## config.mk

```make
export PLATFORM = sky130hd
export DESIGN_NAME = instr_deserializer_q
export DESIGN_NICKNAME = d
export VERILOG_FILES = /design/src/rtl/instr_pkg.sv /design/src/rtl/instr_fifo.sv /design/src/rtl/instr_deserializer_q.sv
export SDC_FILE = /design/constraint.sdc
export NUM_CORES = 1
export LEC_CHECK = 0
export BUFFER_PORTS_ARGS = -buffer_cell sky130_fd_sc_hd__buf_2
export CAP_MARGIN = 20
export CORE_MARGIN = 4
export CORE_UTILIZATION = 25
export CTS_CLUSTER_SIZE = 20
export DETAILED_ROUTE_END_ITERATION = 6
export GPL_ROUTABILITY_DRIVEN = 0
export RECOVER_POWER = 100
export SLEW_MARGIN = 30
export SYNTH_ARGS = -nofsm -noshare
export SYNTH_HDL_FRONTEND = slang
export SYNTH_SLANG_ARGS = --single-unit
```

## constraint.sdc

```tcl
create_clock -name clk -period 7.1 [get_ports clk]
set_clock_uncertainty 0.1 [all_clocks]
set_input_delay 0.71 -clock clk [delete_from_list [all_inputs] [get_ports clk]]
set_output_delay 0.71 -clock clk [all_outputs]
set_load 0.02 [all_outputs]
```

## src/rtl/instr_pkg.sv

```systemverilog
// Shared types and field layout for the SPI instruction deserializer.
// Frame word layout, MSB first: {pkt_valid, opcode, key, text, dest}.
package instr_pkg;

  localparam int ADDRW_DEF   = 8;
  localparam int OPCODEW_DEF = 2;

  typedef enum logic {
    IDLE,
    RECV
  } state_e;

  function automatic int shift_w(input int aw, input int ow);
    return 1 + ow + 3 * aw;
  endfunction

  function automatic int text_lsb(input int aw);
    return aw;
  endfunction

  function automatic int key_lsb(input int aw);
    return 2 * aw;
  endfunction

  function automatic int op_lsb(input int aw);
    return 3 * aw;
  endfunction

  function automatic int vld_bit(input int aw, input int ow);
    return 3 * aw + ow;
  endfunction

endpackage

```

## src/rtl/instr_fifo.sv

```systemverilog
// Synchronous FIFO with register-array head, level count and
// simultaneous push/pop (a push is accepted when full if a pop happens too).
module instr_fifo #(
  parameter int WIDTH = 27,
  parameter int DEPTH = 4
) (
  input  logic                       clk,
  input  logic                       rst_n,
  input  logic                       push,
  input  logic [WIDTH-1:0]           din,
  input  logic                       pop,
  output logic [WIDTH-1:0]           dout,
  output logic                       empty,
  output logic                       full,
  output logic [$clog2(DEPTH+1)-1:0] level
);

  localparam int PW = $clog2(DEPTH);
  localparam int LW = $clog2(DEPTH + 1);

  logic [WIDTH-1:0] mem_q [DEPTH];
  logic [WIDTH-1:0] mem_d [DEPTH];
  logic [PW-1:0]    wr_q, wr_d;
  logic [PW-1:0]    rd_q, rd_d;
  logic [LW-1:0]    lvl_q, lvl_d;
  logic             do_push;
  logic             do_pop;

  assign empty = (lvl_q == '0);
  assign full  = (lvl_q == LW'(DEPTH));
  assign level = lvl_q;
  assign dout  = mem_q[rd_q];

  // Next storage, pointers and level from accepted push/pop.
  always_comb begin
    do_pop  = pop & ~empty;
    do_push = push & (~full | do_pop);
    mem_d   = mem_q;
    wr_d    = wr_q;
    rd_d    = rd_q;
    lvl_d   = lvl_q;
    if (do_push) begin
      mem_d[wr_q] = din;
      wr_d        = wr_q + 1'b1;
    end
    if (do_pop) begin
      rd_d = rd_q + 1'b1;
    end
    unique case ({do_push, do_pop})
      2'b10:   lvl_d = lvl_q + 1'b1;
      2'b01:   lvl_d = lvl_q - 1'b1;
      default: lvl_d = lvl_q;
    endcase
  end

  // Register FIFO state.
  always_ff @(posedge clk) begin
    if (!rst_n) begin
      for (int i = 0; i < DEPTH; i++) begin
        mem_q[i] <= '0;
      end
      wr_q  <= '0;
      rd_q  <= '0;
      lvl_q <= '0;
    end else begin
      mem_q <= mem_d;
      wr_q  <= wr_d;
      rd_q  <= rd_d;
      lvl_q <= lvl_d;
    end
  end

endmodule

```

## src/rtl/instr_deserializer_q.sv

```systemverilog
// SPI instruction deserializer: oversampled receive, frame checking,
// FIFO queueing and valid/ready presentation of decoded fields.
module instr_deserializer_q
  import instr_pkg::*;
#(
  parameter int ADDRW        = ADDRW_DEF,
  parameter int OPCODEW      = OPCODEW_DEF,
  parameter int DEPTH        = 4,
  parameter int SYNC_STAGES  = 2,
  parameter bit DROP_INVALID = 1'b0
) (
  input  logic                       clk,
  input  logic                       rst_n,
  input  logic                       spi_clk,
  input  logic                       mosi,
  input  logic                       cs_n,
  input  logic                       ready_in,
  output logic                       valid_out,
  output logic                       valid,
  output logic [OPCODEW-1:0]         opcode,
  output logic [ADDRW-1:0]           key_addr,
  output logic [ADDRW-1:0]           text_addr,
  output logic [ADDRW-1:0]           dest_addr,
  output logic [$clog2(DEPTH+1)-1:0] fifo_level,
  output logic                       overrun,
  output logic                       frame_err,
  input  logic                       clear_err
);

  localparam int SHIFT_W = shift_w(ADDRW, OPCODEW);
  localparam int CNTW    = $clog2(SHIFT_W + 2);
  localparam int S       = SYNC_STAGES;
  localparam int VLD     = vld_bit(ADDRW, OPCODEW);
  localparam int OPL     = op_lsb(ADDRW);
  localparam int KEYL    = key_lsb(ADDRW);
  localparam int TXTL    = text_lsb(ADDRW);

  logic [S-1:0]       sck_q, sck_d;
  logic [S-1:0]       mosi_q, mosi_d;
  logic [S-1:0]       csn_q, csn_d;
  logic               sclk_rise, cs_fall, cs_rise, mosi_s;

  state_e             state_q, state_d;
  logic [SHIFT_W-1:0] shreg_q, shreg_d;
  logic [CNTW-1:0]    cnt_q, cnt_d;
  logic               ovr_q, ovr_d;
  logic               ferr_q, ferr_d;
  logic               push_req, set_ferr, set_ovr;

  logic [SHIFT_W-1:0] head;
  logic               f_empty, f_full, pop;

  // Shift async SPI pins through the synchroniser chains.
  always_comb begin
    sck_d  = {sck_q[S-2:0], spi_clk};
    mosi_d = {mosi_q[S-2:0], mosi};
    csn_d  = {csn_q[S-2:0], cs_n};
  end

  assign sclk_rise = sck_q[S-2] & ~sck_q[S-1];
  assign cs_fall   = ~csn_q[S-2] & csn_q[S-1];
  assign cs_rise   = csn_q[S-2] & ~csn_q[S-1];
  // mosi is stable around the SPI rising edge; take the older sample.
  assign mosi_s    = mosi_q[S-1];

  assign pop = ~f_empty & ready_in;

  // Frame FSM: shift bits while selected, judge frame length on deselect.
  always_comb begin
    state_d  = state_q;
    shreg_d  = shreg_q;
    cnt_d    = cnt_q;
    push_req = 1'b0;
    set_ferr = 1'b0;
    unique case (state_q)
      IDLE: begin
        if (cs_fall) begin
          state_d = RECV;
          cnt_d   = '0;
          shreg_d = '0;
        end
      end
      RECV: begin
        if (cs_rise) begin
          state_d = IDLE;
          if (cnt_q == CNTW'(SHIFT_W)) begin
            push_req = ~(DROP_INVALID & ~shreg_q[VLD]);
          end else if (cnt_q != '0) begin
            set_ferr = 1'b1;
          end
        end else if (sclk_rise) begin
          shreg_d = {shreg_q[SHIFT_W-2:0], mosi_s};
          if (cnt_q != CNTW'(SHIFT_W + 1)) begin
            cnt_d = cnt_q + 1'b1;
          end
        end
      end
      default: state_d = IDLE;
    endcase
    set_ovr = push_req & f_full & ~pop;
    ovr_d   = set_ovr | (ovr_q & ~clear_err);
    ferr_d  = set_ferr | (ferr_q & ~clear_err);
  end

  // Register synchronisers, FSM, shift register, counter and flags.
  always_ff @(posedge clk) begin
    if (!rst_n) begin
      sck_q   <= '0;
      mosi_q  <= '0;
      csn_q   <= '1;
      state_q <= IDLE;
      shreg_q <= '0;
      cnt_q   <= '0;
      ovr_q   <= 1'b0;
      ferr_q  <= 1'b0;
    end else begin
      sck_q   <= sck_d;
      mosi_q  <= mosi_d;
      csn_q   <= csn_d;
      state_q <= state_d;
      shreg_q <= shreg_d;
      cnt_q   <= cnt_d;
      ovr_q   <= ovr_d;
      ferr_q  <= ferr_d;
    end
  end

  instr_fifo #(
    .WIDTH(SHIFT_W),
    .DEPTH(DEPTH)
  ) u_fifo (
    .clk  (clk),
    .rst_n(rst_n),
    .push (push_req),
    .din  (shreg_q),
    .pop  (pop),
    .dout (head),
    .empty(f_empty),
    .full (f_full),
    .level(fifo_level)
  );

  assign valid_out = ~f_empty;
  assign valid     = head[VLD];
  assign opcode    = head[OPL +: OPCODEW];
  assign key_addr  = head[KEYL +: ADDRW];
  assign text_addr = head[TXTL +: ADDRW];
  assign dest_addr = head[0 +: ADDRW];
  assign overrun   = ovr_q;
  assign frame_err = ferr_q;

endmodule

```

## Yosys cells after proc, flatten, opt, wreduce, memory -nomap -nowiden

Index checks and enable logic that the tools add are counted.

- Memories kept: 0
- Flip-flop bits (word level): 156
- Bits in latches: 0
- ROM bits: 0
- Logic and storage cells: 87
- RAM bits: 0
- Bits of input ports: 7
- Output and inout port bits: 33

- Reductions and logical operators: 6
- Divide/modulo/power cells: 0
- Add/subtract/negate cells: 5
- Bitwise operators: 23
- Multipliers: 0
- Multiplexer cells: 26
- Equal/unequal tests: 9
- $lt $le $gt $ge: 3
- Shift operators: 0

Operators by type and width:

| kind | count |
|---|---|
| two-way mux 27 bit | 6 |
| bitwise mux 108 bit | 1 |
| binary-select mux 27 bit (select 2 bit) | 1 |
| demux 27 bit (select 2 bit) | 1 |
| case mux 27 bit (2 select lines) | 1 |
| two-way mux 5 bit | 4 |
| AND 1 bit | 10 |
| case mux 5 bit (2 select lines) | 1 |
| two-way mux 1 bit | 9 |
| NOT 1 bit | 8 |
| greater-or-equal comparator 3 bit (second input constant) | 2 |
| inequality test 2 bit (second input constant) | 3 |
| NOT 2 -> 3 bit | 2 |
| case mux 3 bit (2 select lines) | 1 |
| adder 5 x 1 -> 5 bit (second input constant) | 1 |
| equality test 5 bit (second input constant) | 1 |
| inequality test 5 bit (second input constant) | 1 |
| nonzero test 5 bit | 1 |
| adder 2 x 1 -> 2 bit (second input constant) | 2 |
| AND reduction 4 bit | 1 |
| adder 3 x 1 -> 3 bit (second input constant) | 1 |
| equality test 3 bit (second input constant) | 1 |
| logical NOT 3 bit | 1 |
| less-than comparator 3 x 1 -> 1 bit (second input constant) | 1 |
| 9 further kinds | 11 |

## Depth between registers and ports, before layout

- Word-level depth: 8
- Gate-level depth with buffers: 11
- Mapped depth without buffers: 10

## Hierarchy

From an unflattened synthesis, not the netlist that was laid out.

- Cell total of the unflattened synthesis: 654
- Area total of the unflattened synthesis: 6712.7 um^2

Modules (own cells, without submodules):

| module | area an instance (um^2) | times used | sequential area each (um^2) | cells an instance |
|---|---|---|---|---|
| instr_fifo | 5071.1 | 1 | 2302.2 | 463 |
| instr_deserializer_q | 1641.6 | 1 | 820.8 | 191 |

## Worst setup path before layout

OpenSTA, ideal clock, no wires.

- Kind: in2reg
- From: input ready_in
- To: register u_fifo.lvl_q[2], in the netlist u_fifo.level[2]
- Arrival: 2.724 ns
- Path slack: 4.205 ns
- Required time: 6.929 ns
- Path buffers: 1
- Stages on the path: 10
- Setup time: 0.071 ns
- Path through: or4b_1 buf_6 and3_1 inv_1 ha_1 inv_1 fa_1 xor2_1 or3_1 a21oi_1

- Longest elaborated chain between the ends: 6
- Elaborated cells between the ends (all ways): 8
- Those cells by class: 2 x eq/ne; 1 x mux; 4 x bitwise; 1 x reduce/logical

Ends and longest elaborated chain:

| item | line | source |
|---|---|---|
| from (decl) | instr_deserializer_q.sv:17 | `input logic ready_in,` |
| AND 1 bit (*) | instr_deserializer_q.sv:66 | `assign pop = ~f_empty & ready_in;` |
| AND 1 bit (*) | instr_fifo.sv:36 | `do_pop = pop & ~empty;` |
| bitwise OR 1 bit | instr_fifo.sv:37 | `do_push = push & (~full \| do_pop);` |
| AND 1 bit | instr_fifo.sv:37 |  |
| equality test 2 x 1 -> 1 bit / equality test 2 bit (equally long branches) | instr_fifo.sv:49 | `unique case ({do_push, do_pop})` |
| case mux 3 bit (2 select lines) / nonzero test 2 bit (equally long branches) | - |  |
| to (signal assigned) | instr_fifo.sv:69 | `lvl_q <= lvl_d;` |
| to (decl) | instr_fifo.sv:25 | `logic [LW-1:0] lvl_q, lvl_d;` |

Mark *: on every way between the ends. The rest lies on a longest branch, timed or not.
A chain may end at the register's enable or synchronous reset.

## Final worst setup path

- From: input rst_n
- To: register shreg_q[17]

RTL lines:

| item | line | source |
|---|---|---|
| from (decl) | instr_deserializer_q.sv:13 | `input logic rst_n,` |
| to (signal assigned) | instr_deserializer_q.sv:121 | `shreg_q <= shreg_d;` |
| to (decl) | instr_deserializer_q.sv:44 | `logic [SHIFT_W-1:0] shreg_q, shreg_d;` |

No word-level cell between the ends.

==> metrics.md <==
| Metric | Value |
|---|---|
| Status | `complete, but fails checks` |
| Violated checks | `max-capacitance violations, max-slew violations` |
| Power per cell area | `258 nW/µm²` |
| Setup tns final | `0 ps` |
| Synth Instances | `631` |
| CTS tree | `done` |
| Count of hold-fix buffers inserted at cts | `0` |
| Cell Rows | `57` |
| Largest net degree at the start of global routing | `79` |
| RSZ-0062 raised after global routing | `false` |
| Worst reg2reg path depth | `9` |
| Layout Cells excl Fill | `975` |
| Slew HR | `-96.8%` |
| Arrival time at the worst endpoint | `4590 ps` |
| Total gr overflow | `0` |
| Max_cap viols | `2` |
| Detail Route Antenna Nets | `0` |
| Slew @ Worst Pin | `2950 ps` |
| Final period util | `61.0%` |
| Worst Setup End Kind | `flop` |
| Worst EP required | `7350 ps` |
| Reg clk slew, reported paths | `60 ps` |
| Fin crit period | `4330 ps` |
| Critical-path maximum fanout | `68` |
| Final hold vios | `0` |
| F_max | `0.231 GHz` |
| Total GRT Usage | `9.89%` |
| Synth top area cells | `dfxtp_1, mux4_2, nand3_1, o21ai_0, a22oi_1` |
| Initial DRC count | `255` |
| Initial Utilization | `25.5%` |
| Clock share of power | `50.0%` |
| DIE HEIGHT | `166 µm` |
| I/O Buffers | `39` |
| Post-CTS setup buffers | `0` |
| Top cells by count, synth | `dfxtp_1, nand3_1, o21ai_0` |
| Most common cell in the netlist | `dfxtp_1` |
| Syn. warnings | `0` |
| Sequential-to-total area share from yosys stat | `50.3%` |
| Post-synth cell types | `41` |
| Diodes inserted | `0` |
| Leak pwr | `0.00226 µW` |
| Average cell area after synthesis | `9.85 µm²` |
| CP max stage delay | `2040 ps` |
| Pre-antenna DRT Iters | `4` |
| Dpl hpwl | `7730 µm` |
| Mapped Area | `6210 µm²` |
| Storage cell area | `3120 µm²` |
| Switching Fraction | `20.6%` |
| Critical-path top delay cell | `clkbuf_1` |
| Max Slew Vio Count | `98` |
| Vias per cell | `4.58` |
| Maximum vdd drop | `0.000145 V` |
| Async SR Flop Fraction | `0%` |
| Clk_lat worst skew | `430 ps` |
| Post-cts resize count | `0` |
| Area Overhead vs Synth | `14.2%` |
| DRC | `0` |
| Final setup viols | `0` |
| Post-synth EDFFs | `0` |
| First-pass GRT wire length | `22400 µm` |
| Hold path cells | `1` |
| Ys flop type | `dfxtp_1` |
| Top Ports | `40` |
| Critical-path cell list | `clkbuf_1 -> inv_1 -> buf_4 -> nor2_1` |
| Mapped Nets | `646` |
| Via Count | `4468` |
| CTS root buffer | `clkbuf_16` |
| CTS Sinks | `156` |
| Width of the die | `166 µm` |
| Switching power | `377 µW` |
| Post-DR wirelength/cell | `13.5 µm` |
| Multi-input gate area | `2730 µm²` |
| Die area | `27400 µm²` |
| Core box area | `24400 µm²` |
| CP Class | `in2reg` |
| Initial antenna violation count | `0` |
| Synth Register Bits | `156` |
| Clk buf depth | `2` |
| Largest area contributor in the netlist | `dfxtp_1` |
| Vias in the first global route | `4405` |
| # H-tree levels | `4` |
| Nets | `653` |
| Fill count | `2575` |
| Synth top area share | `50.3%` |
| Hold Path Class | `reg2reg` |
| Detailed Route WL | `13200 µm` |
| Reg power frac | `48.1%` |
| Share of cells above drive strength 1 | `11.4%` |
| Pint | `1450 µW` |
| Startpoint types | `input port` |
| Num CTS Buffers | `17` |
| Comb power frac | `1.9%` |
| DP Cell Count | `943` |
[kinds of logic (layout without fill, tap and decap cells)]
group / Yosys count / after routing / synth area share [%]
mux: 28 / 28 / 9.95
fa+ha+maj: 8 / 8 / 1.73
flops: 156 / 156 / 50.3
xor+xnor: 5 / 5 / 0.705
compound gates: 157 / 157 / 14.2
simple gates: 209 / 209 / 17.1
buf+inv: 68 / 88 / 6.00
[final timing paths]
check / from / slack [ps] / to
worst max-delay path: rst_n / 2770 / shreg_q[17]
worst min-delay path: mosi_q[0] / 340 / mosi_q[1]
worst max register to register: u_fifo.level[0] / 4250 / u_fifo.level[2]
worst min register to register: mosi_q[0] / 340 / mosi_q[1]
[routing by layer]
metal	wire, µm	GRT usage [%]
met4	176	3.55
met3	334	2.50
met1	6190	12.1
met5	0	0
met2	6490	16.9
[power by group through the flow]
stage	logic, µW	clock network (µW)	registers [µW]
after floorplan	28.4	0	898
after global placement	35.6	0	899
after detailed placement	35.7	0	899
after CTS	35.8	946	880
after global routing	39.5	984	880
final	35.0	916	880
[critical path: cells and delay by family]
| family | cells | cell delay, ps |
|---|---|---|
| buf+inv | 3 | 3700 |
| simple gates | 1 | 130 |
[registers in the layout, summed over array words and instances (netlist names)]
register	cells
sck_q	2
overrun	1
mosi_q	2
state_q	1
u_fifo.level	3
u_fifo.mem_q	108
csn_q	2
frame_err	1
shreg_q	27
u_fifo.rd_q	2
u_fifo.wr_q	2
cnt_q	5
[metrics by stage]
step	util (%)	instance area [µm²]	hold WS [ps]	worst slack (ps)	total power, µW
finish	29.1	7100	338	2770	1830
detailed placement	26.8	6540	329	3840	935
CTS	29.3	7140	344	4220	1860
global placement	26.8	6540	326	3890	935
floorplan	-	6210	312	4210	926
global route	29.1	7100	369	2310	1900
[layout make-up]
type	instances	share of cell area, %
clock inverter	11	2.01
inverter	12	0.635
tap	324	5.71
multi-input combinational	407	38.5
sequential	156	44.0
timing repair buffer	44	2.70
clock buffer	21	6.49
[cells in the final DEF (no fill, tap or decap), types with 2 or more instances in the layout]
cell | synthesis | final
clkbuf_16 | 0 | 17
nor2_1 | 38 | 38
xor2_1 | 3 | 3
a211oi_1 | 3 | 3
or3_1 | 2 | 2
and3_1 | 4 | 4
mux4_2 | 27 | 27
bufinv_16 | 0 | 3
buf_2 | 25 | 6
a21oi_1 | 11 | 11
dfxtp_1 | 156 | 156
and4b_1 | 2 | 2
clkbuf_1 | 13 | 35
inv_1 | 12 | 12
clkinv_2 | 0 | 3
buf_4 | 8 | 5
clkinvlp_4 | 0 | 5
o21ai_0 | 97 | 110
xnor2_1 | 2 | 2
and2_1 | 4 | 3
a22oi_1 | 27 | 27
nand3_1 | 109 | 109
ha_1 | 7 | 7
nand4_4 | 4 | 4
nand2_1 | 37 | 37
clkbuf_8 | 0 | 2
No activity file was read; power rests on OpenSTA's default activity.
